<file path="src/rtl/mem_sequencer_pkg.sv">
// Shared encodings for the memory sequencer: operations, error codes, FSM states.
package cpu_data;

   typedef enum logic [1:0] {
      OP_READ  = 2'd0,
      OP_WRITE = 2'd1,
      OP_PUSH  = 2'd2,
      OP_POP   = 2'd3
   } op_e;

   typedef enum logic [1:0] {
      ERR_NONE      = 2'd0,
      ERR_OVERFLOW  = 2'd1,
      ERR_UNDERFLOW = 2'd2,
      ERR_TIMEOUT   = 2'd3
   } err_e;

   typedef enum logic [2:0] {
      ST_IDLE,
      ST_SETUP,
      ST_ACCESS,
      ST_DONE,
      ST_ERR
   } state_e;

   function automatic logic op_is_read(input op_e o);
      return (o == OP_READ) || (o == OP_POP);
   endfunction

endpackage

</file>
<file path="src/rtl/mem_sequencer_wait_counter.sv">
// Wait-state counter: counts cycles while clear is low, expired on the MAX_WAIT-th cycle.
module wait_counter #(
   parameter int unsigned MAX_WAIT = 15
) (
   input  logic clk,
   input  logic reset,
   input  logic clear,
   output logic expired
);

   localparam int unsigned CW = $clog2(MAX_WAIT + 1);

   logic [CW-1:0] count;

   always_ff @(posedge clk) begin
      if (reset || clear) begin
         count <= '0;
      end else if (!expired) begin
         count <= count + 1'b1;
      end
   end

   assign expired = (count == CW'(MAX_WAIT - 1));

endmodule

</file>
<file path="src/rtl/mem_sequencer.sv">
// Memory/stack bus sequencer for READ, WRITE, PUSH, POP.
// Optional ACCESS timeout enabled by defining MEM_SEQ_TIMEOUT_EN.
module mem_sequencer
   import cpu_data::*;
#(
   parameter int unsigned       DATA_W   = 16,
   parameter int unsigned       ADDR_W   = 16,
   parameter logic [ADDR_W-1:0] SP_TOP   = 'h07FF,
   parameter logic [ADDR_W-1:0] SP_LIMIT = 'h0600,
   parameter int unsigned       MAX_WAIT = 15
) (
   input  logic              clk,
   input  logic              reset,
   input  logic              req,
   input  logic [1:0]        op,
   input  logic [ADDR_W-1:0] addr_in,
   input  logic [DATA_W-1:0] wdata,
   output logic [DATA_W-1:0] rdata,
   output logic              done,
   output logic              err,
   output logic [1:0]        err_code,
   output logic [ADDR_W-1:0] sp,
   output logic [ADDR_W-1:0] address_bus,
   output logic [DATA_W-1:0] data_out,
   input  logic [DATA_W-1:0] data_in,
   output logic              r,
   output logic              w,
   input  logic              rdy
);

`ifdef MEM_SEQ_TIMEOUT_EN
   localparam bit TIMEOUT_EN = 1'b1;
`else
   localparam bit TIMEOUT_EN = 1'b0;
`endif

   state_e            state, state_nxt;
   err_e              err_nxt;
   op_e               op_q;
   op_e               op_in;
   logic [ADDR_W-1:0] addr_sel;
   logic              wait_expired;
   logic              timeout;

   wait_counter #(
      .MAX_WAIT(MAX_WAIT)
   ) u_wait_counter (
      .clk    (clk),
      .reset  (reset),
      .clear  (state != ST_ACCESS),
      .expired(wait_expired)
   );

   assign timeout = TIMEOUT_EN && wait_expired;
   assign op_in   = op_e'(op);

   // Bus address is loaded at acceptance so it is already stable during SETUP.
   always_comb begin
      addr_sel = addr_in;
      case (op_in)
         OP_PUSH: addr_sel = sp;
         OP_POP:  addr_sel = sp + 1'b1;
         default: addr_sel = addr_in;
      endcase
   end

   always_comb begin
      state_nxt = state;
      err_nxt   = ERR_NONE;
      case (state)
         ST_IDLE: begin
            if (req) state_nxt = ST_SETUP;
         end
         ST_SETUP: begin
            if (op_q == OP_PUSH && sp < SP_LIMIT) begin
               state_nxt = ST_ERR;
               err_nxt   = ERR_OVERFLOW;
            end else if (op_q == OP_POP && sp == SP_TOP) begin
               state_nxt = ST_ERR;
               err_nxt   = ERR_UNDERFLOW;
            end else begin
               state_nxt = ST_ACCESS;
            end
         end
         ST_ACCESS: begin
            if (rdy) begin
               state_nxt = ST_DONE;
            end else if (timeout) begin
               state_nxt = ST_ERR;
               err_nxt   = ERR_TIMEOUT;
            end
         end
         ST_DONE: state_nxt = ST_IDLE;
         ST_ERR:  state_nxt = ST_IDLE;
         default: state_nxt = ST_IDLE;
      endcase
   end

   always_comb begin
      r    = 1'b0;
      w    = 1'b0;
      done = 1'b0;
      err  = 1'b0;
      case (state)
         ST_ACCESS: begin
            r = op_is_read(op_q);
            w = !op_is_read(op_q);
         end
         ST_DONE: done = 1'b1;
         ST_ERR:  err  = 1'b1;
         default: ;
      endcase
   end

   always_ff @(posedge clk) begin
      if (reset) begin
         state       <= ST_IDLE;
         op_q        <= OP_READ;
         sp          <= SP_TOP;
         address_bus <= '0;
         data_out    <= '0;
         rdata       <= '0;
         err_code    <= '0;
      end else begin
         state    <= state_nxt;
         err_code <= err_nxt;
         if (state == ST_IDLE && req) begin
            op_q        <= op_in;
            address_bus <= addr_sel;
            data_out    <= wdata;
         end
         if (state == ST_ACCESS && rdy) begin
            if (op_is_read(op_q)) rdata <= data_in;
            if (op_q == OP_PUSH) sp <= sp - 1'b1;
            if (op_q == OP_POP)  sp <= sp + 1'b1;
         end
      end
   end

endmodule

</file>
<file path="config.mk">
export PLATFORM = sky130hd
export DESIGN_NAME = mem_sequencer
export DESIGN_NICKNAME = d
export VERILOG_FILES = /design/src/rtl/mem_sequencer_pkg.sv /design/src/rtl/mem_sequencer_wait_counter.sv /design/src/rtl/mem_sequencer.sv
export SDC_FILE = /design/constraint.sdc
export NUM_CORES = 1
export LEC_CHECK = 0
export CAP_MARGIN = 30
export CORE_ASPECT_RATIO = 1.75
export CORE_MARGIN = 3
export CORE_UTILIZATION = 49
export DETAILED_ROUTE_END_ITERATION = 8
export PLACE_DENSITY = 0.85
export SYNTH_ARGS = -nofsm -noshare
export SYNTH_HDL_FRONTEND = slang
export SYNTH_SLANG_ARGS = --single-unit
</file>
<file path="constraint.sdc">
create_clock -name clk -period 4.3 [get_ports clk]
set_input_delay 1.29 -clock clk [delete_from_list [all_inputs] [get_ports clk]]
set_output_delay 1.29 -clock clk [all_outputs]
set_load 0.03 [all_outputs]
</file>
==> qor.yml <==
clock_tree:
  root_buffer: "clkbuf_16"
  cts_tree: "done"
  clock_sinks: 71
  postCtsHoldBufs: 0
  cts.path.max_buffers: 2
  clk_pin_slew_ns: 0.06
  cts_buffers: 9
  htreeDepth: 3
  post-cts-setup-buffers: 0
  clk_latency_ns: 0.34
  cts_resized: 0
worst_setup_path:
  start_kind: "flip-flop"
  worst_ep_required_time_ns: 3.01
  worstPathArrival_ns: 1.95
  critPathMaxStageDelay_ns: 0.67
  cp_cell_sequence: "inv_1 -> ha_1 -> and3_1 -> clkdlybuf4s50_1"
  cp_slowest_cell: "clkdlybuf4s50_1"
  crit_fanout: 4
  critPathKind: "flip-flop to output pin"
  critPathCaptureType: "output pin"
sta:
  fin_skew_ns: 0.00543
  worst_slew_pin_slew_ns: 0.873
  maxSlewViolCount: 0
  min_period_over_period_pct: 75.2
  tns_ns: 0
  finalSetupViolations: 0
  hold_viol: 0
  fin_crit_ns: 3.24
  relSlewSlack_pct: 41.5
  fmax_mhz: 309
  grt_setup_unrepaired: "no"
cells_and_area:
  stdcell_count: 660
  seq_area_sq_um: 1420
  drive_above_1_share_pct: 5.21
  area_growth_pct: 40.5
  nNetsFinal: 629
  multiInputGateArea_sq_um: 1950
  fillCellCount: 569
  n_antenna_cell: 0
detailed_routing:
  vias: 3846
  routed_wl_microns: 11600
  via_per_inst: 5.83
  drt-wirelength-per-cell_microns: 17.6
  first_pass_iters: 5
  drtIter0Drc: 243
  route.detailed.drc: 0
  ant_nets: 0
synth:
  synth_simple_gate_area_share_pct: 29.2
  synthAdderAreaFrac_pct: 1.38
  synth.net_count: 534
  synth_xor_area_share_pct: 6.28
  synth_seq_cells: 71
  yosysUniqueCellTypes: 53
  synth_edf_count: 0
  synth-seq-area-share_pct: 39.2
  synth_mux_area_share_pct: 0.276
  yosys_warnings: 0
  synth_area_sq_um: 3630
  synth_compound_area_share_pct: 16.5
  async_reset_ff_share_pct: 0
  synth_ff_type: "dfxtp_1"
  synth_top_family_by_area: "simple AND/OR/NAND/NOR gates"
  synthCells: 476
  synth_area_per_cell_sq_um: 7.62
pwr:
  seq_power_share_pct: 39.0
  pwr-share-comb_pct: 16.5
  p_sw_uw: 463
  powerDensity_nw_per_um2: 359
  power.leakage_uw: 0.00186
  ir_drop_uv: 227
  power.share.clock_pct: 44.4
  internal-power_uw: 1360
  netSwitchingFraction_pct: 25.3
die:
  die_area_sq_um: 8510
  fp.dieH_microns: 120
  core_sq_um: 7010
  rows: 40
  die_w_microns: 71.0
  initial_core_util_pct: 51.8
  io_pins: 124
placement:
  port_buffers: 123
  placed_cells: 644
  gp_congestion: 0.911
  place_hpwl_microns: 8350
global_routing:
  grt_first_pass_wirelength_microns: 18200
  overflow: 0
  track_usage_pct: 27.2
  grt_pass1_vias: 3727
  grt_start_max_net_pins: 61
  grt_antenna_before_repair: 0
outcome:
  status: "finished clean"
min_path:
  hold_path.class: "flip-flop to flip-flop"
job:
  maxCapViolCount: 0
==> placed cells by master (no fill, tap or decap), drive strengths merged, types with 2 or more instances in the layout <==
cell type and instances:
xor2 13, nand4 11, o21ai 18, ha 4, dfxtp 71, nor4b 3, nor2 27, xnor2 13
inv 11, bufinv 2, nor4 13, nand3 14, a21oi 53, buf 5, clkdlybuf4s50 122, and3 2
or4 3, nor3 13, or3 9, nor3b 6, nand2b 2, and4 4, a31oi 2, a21o 4
o22ai 3, o211ai 4, a211oi 5, clkbuf 13, nand2 106, and2 4
==> cell type report <==
class / instances / share of cell area [%]
multi-input cells: 351 / 38.2
repair buffers: 127 / 24.7
flip-flops and latches: 71 / 27.9
clock inverters: 3 / 1.28
clock buffers: 13 / 5.11
inverters: 11 / 0.810
well taps: 84 / 2.06
==> layer usage <==
layer | global-route usage [%] | routed length (microns) | vias up
met5 | 0 | 0 | -
met4 | 14.2 | 397 | 0
met3 | 6.20 | 716 | 33
met2 | 48.9 | 6240 | 181
met1 | 28.6 | 4270 | 1790
li1 | - | - | 1842
==> synth_stat cells, types with 2 or more instances <==
cell | n | area share (%)
nor4_1 | 13 | 2.2
buf_2 | 8 | 1.1
clkbuf_8 | 3 | 1.1
o211ai_1 | 4 | 0.83
xnor2_1 | 13 | 3.1
inv_1 | 11 | 1.1
a211oi_1 | 5 | 1.0
and4_2 | 2 | 0.55
nor2_1 | 27 | 2.8
dfxtp_1 | 71 | 39
nor3b_1 | 6 | 1.2
or3_1 | 8 | 1.4
nand3_1 | 14 | 1.9
nand4_1 | 11 | 1.9
nor4b_1 | 3 | 0.72
and2_1 | 4 | 0.69
a21o_1 | 4 | 0.83
a31oi_1 | 2 | 0.35
nand2b_1 | 2 | 0.35
and3_1 | 2 | 0.35
and4_1 | 2 | 0.48
xor2_1 | 13 | 3.1
ha_1 | 4 | 1.4
nor3_1 | 12 | 1.7
or4_1 | 2 | 0.41
o22ai_1 | 3 | 0.52
buf_1 | 2 | 0.21
o21ai_0 | 17 | 2.3
a21oi_1 | 52 | 7.2
buf_6 | 2 | 0.62
nand2_1 | 106 | 11
clkbuf_1 | 27 | 2.8
==> state kept, by name, indices dropped and copies added (netlist names) <==
register	cells
state	3
data_out	16
sp	16
err_code	2
op_q	2
address_bus	16
rdata	16
==> worst max-delay path: cells and delay by family (launching register included) <==
family                     cells  cell delay, ns
buffers and inverters          2            0.73
and+or+nand+nor                1            0.17
adders and majority gates      1            0.34
DFF                            1            0.37
==> logic make-up after synthesis <==
family,after synthesis
AND/OR/NAND/NOR,219
buffers and inverters,54
multiplexers,1
XOR/XNOR,26
adder cells (fa/ha/maj),4
AO/OA/AOI/OAI,101
flip-flops,71
==> final timing paths <==
| check | startpoint | depth (start not counted) | endpoint | slack [ns] |
|---|---|---|---|---|
| worst max-delay path | op_q[0]$_SDFFE_PP0P_ | 4 | r | 1.06 |
| worst min-delay path | rdata[9]$_SDFFE_PP0P_ | 2 | rdata[9]$_SDFFE_PP0P_ | 0.46 |
| worst max register to register | op_q[0]$_SDFFE_PP0P_ | 6 | state[1]$_SDFFE_PP0P_ | 1.91 |
| worst min register to register | rdata[9]$_SDFFE_PP0P_ | 2 | rdata[9]$_SDFFE_PP0P_ | 0.46 |
==> power groups by stage <==
stage	logic, uW	clock network (uW)	registers [uW]
global route	322	850	716
finish	302	812	713
global placement	296	0	725
detailed placement	300	0	726
floorplan	113	0	778
CTS	302	820	712
==> stage by stage <==
stage               cell area, sq um  power, uW  utilization (%)  setup slack [ns]  hold slack [ns]
floorplan                       3630        891                -              1.74            0.454
global placement                4770       1020             68.1              1.08            0.437
detailed placement              4770       1030             68.1              1.06            0.446
CTS                             5100       1830             72.7              1.05            0.457
global route                    5100       1890             72.7              1.02            0.478
finish                          5100       1830             72.7              1.06            0.456
Note: power is estimated with default switching activity, not from simulation.
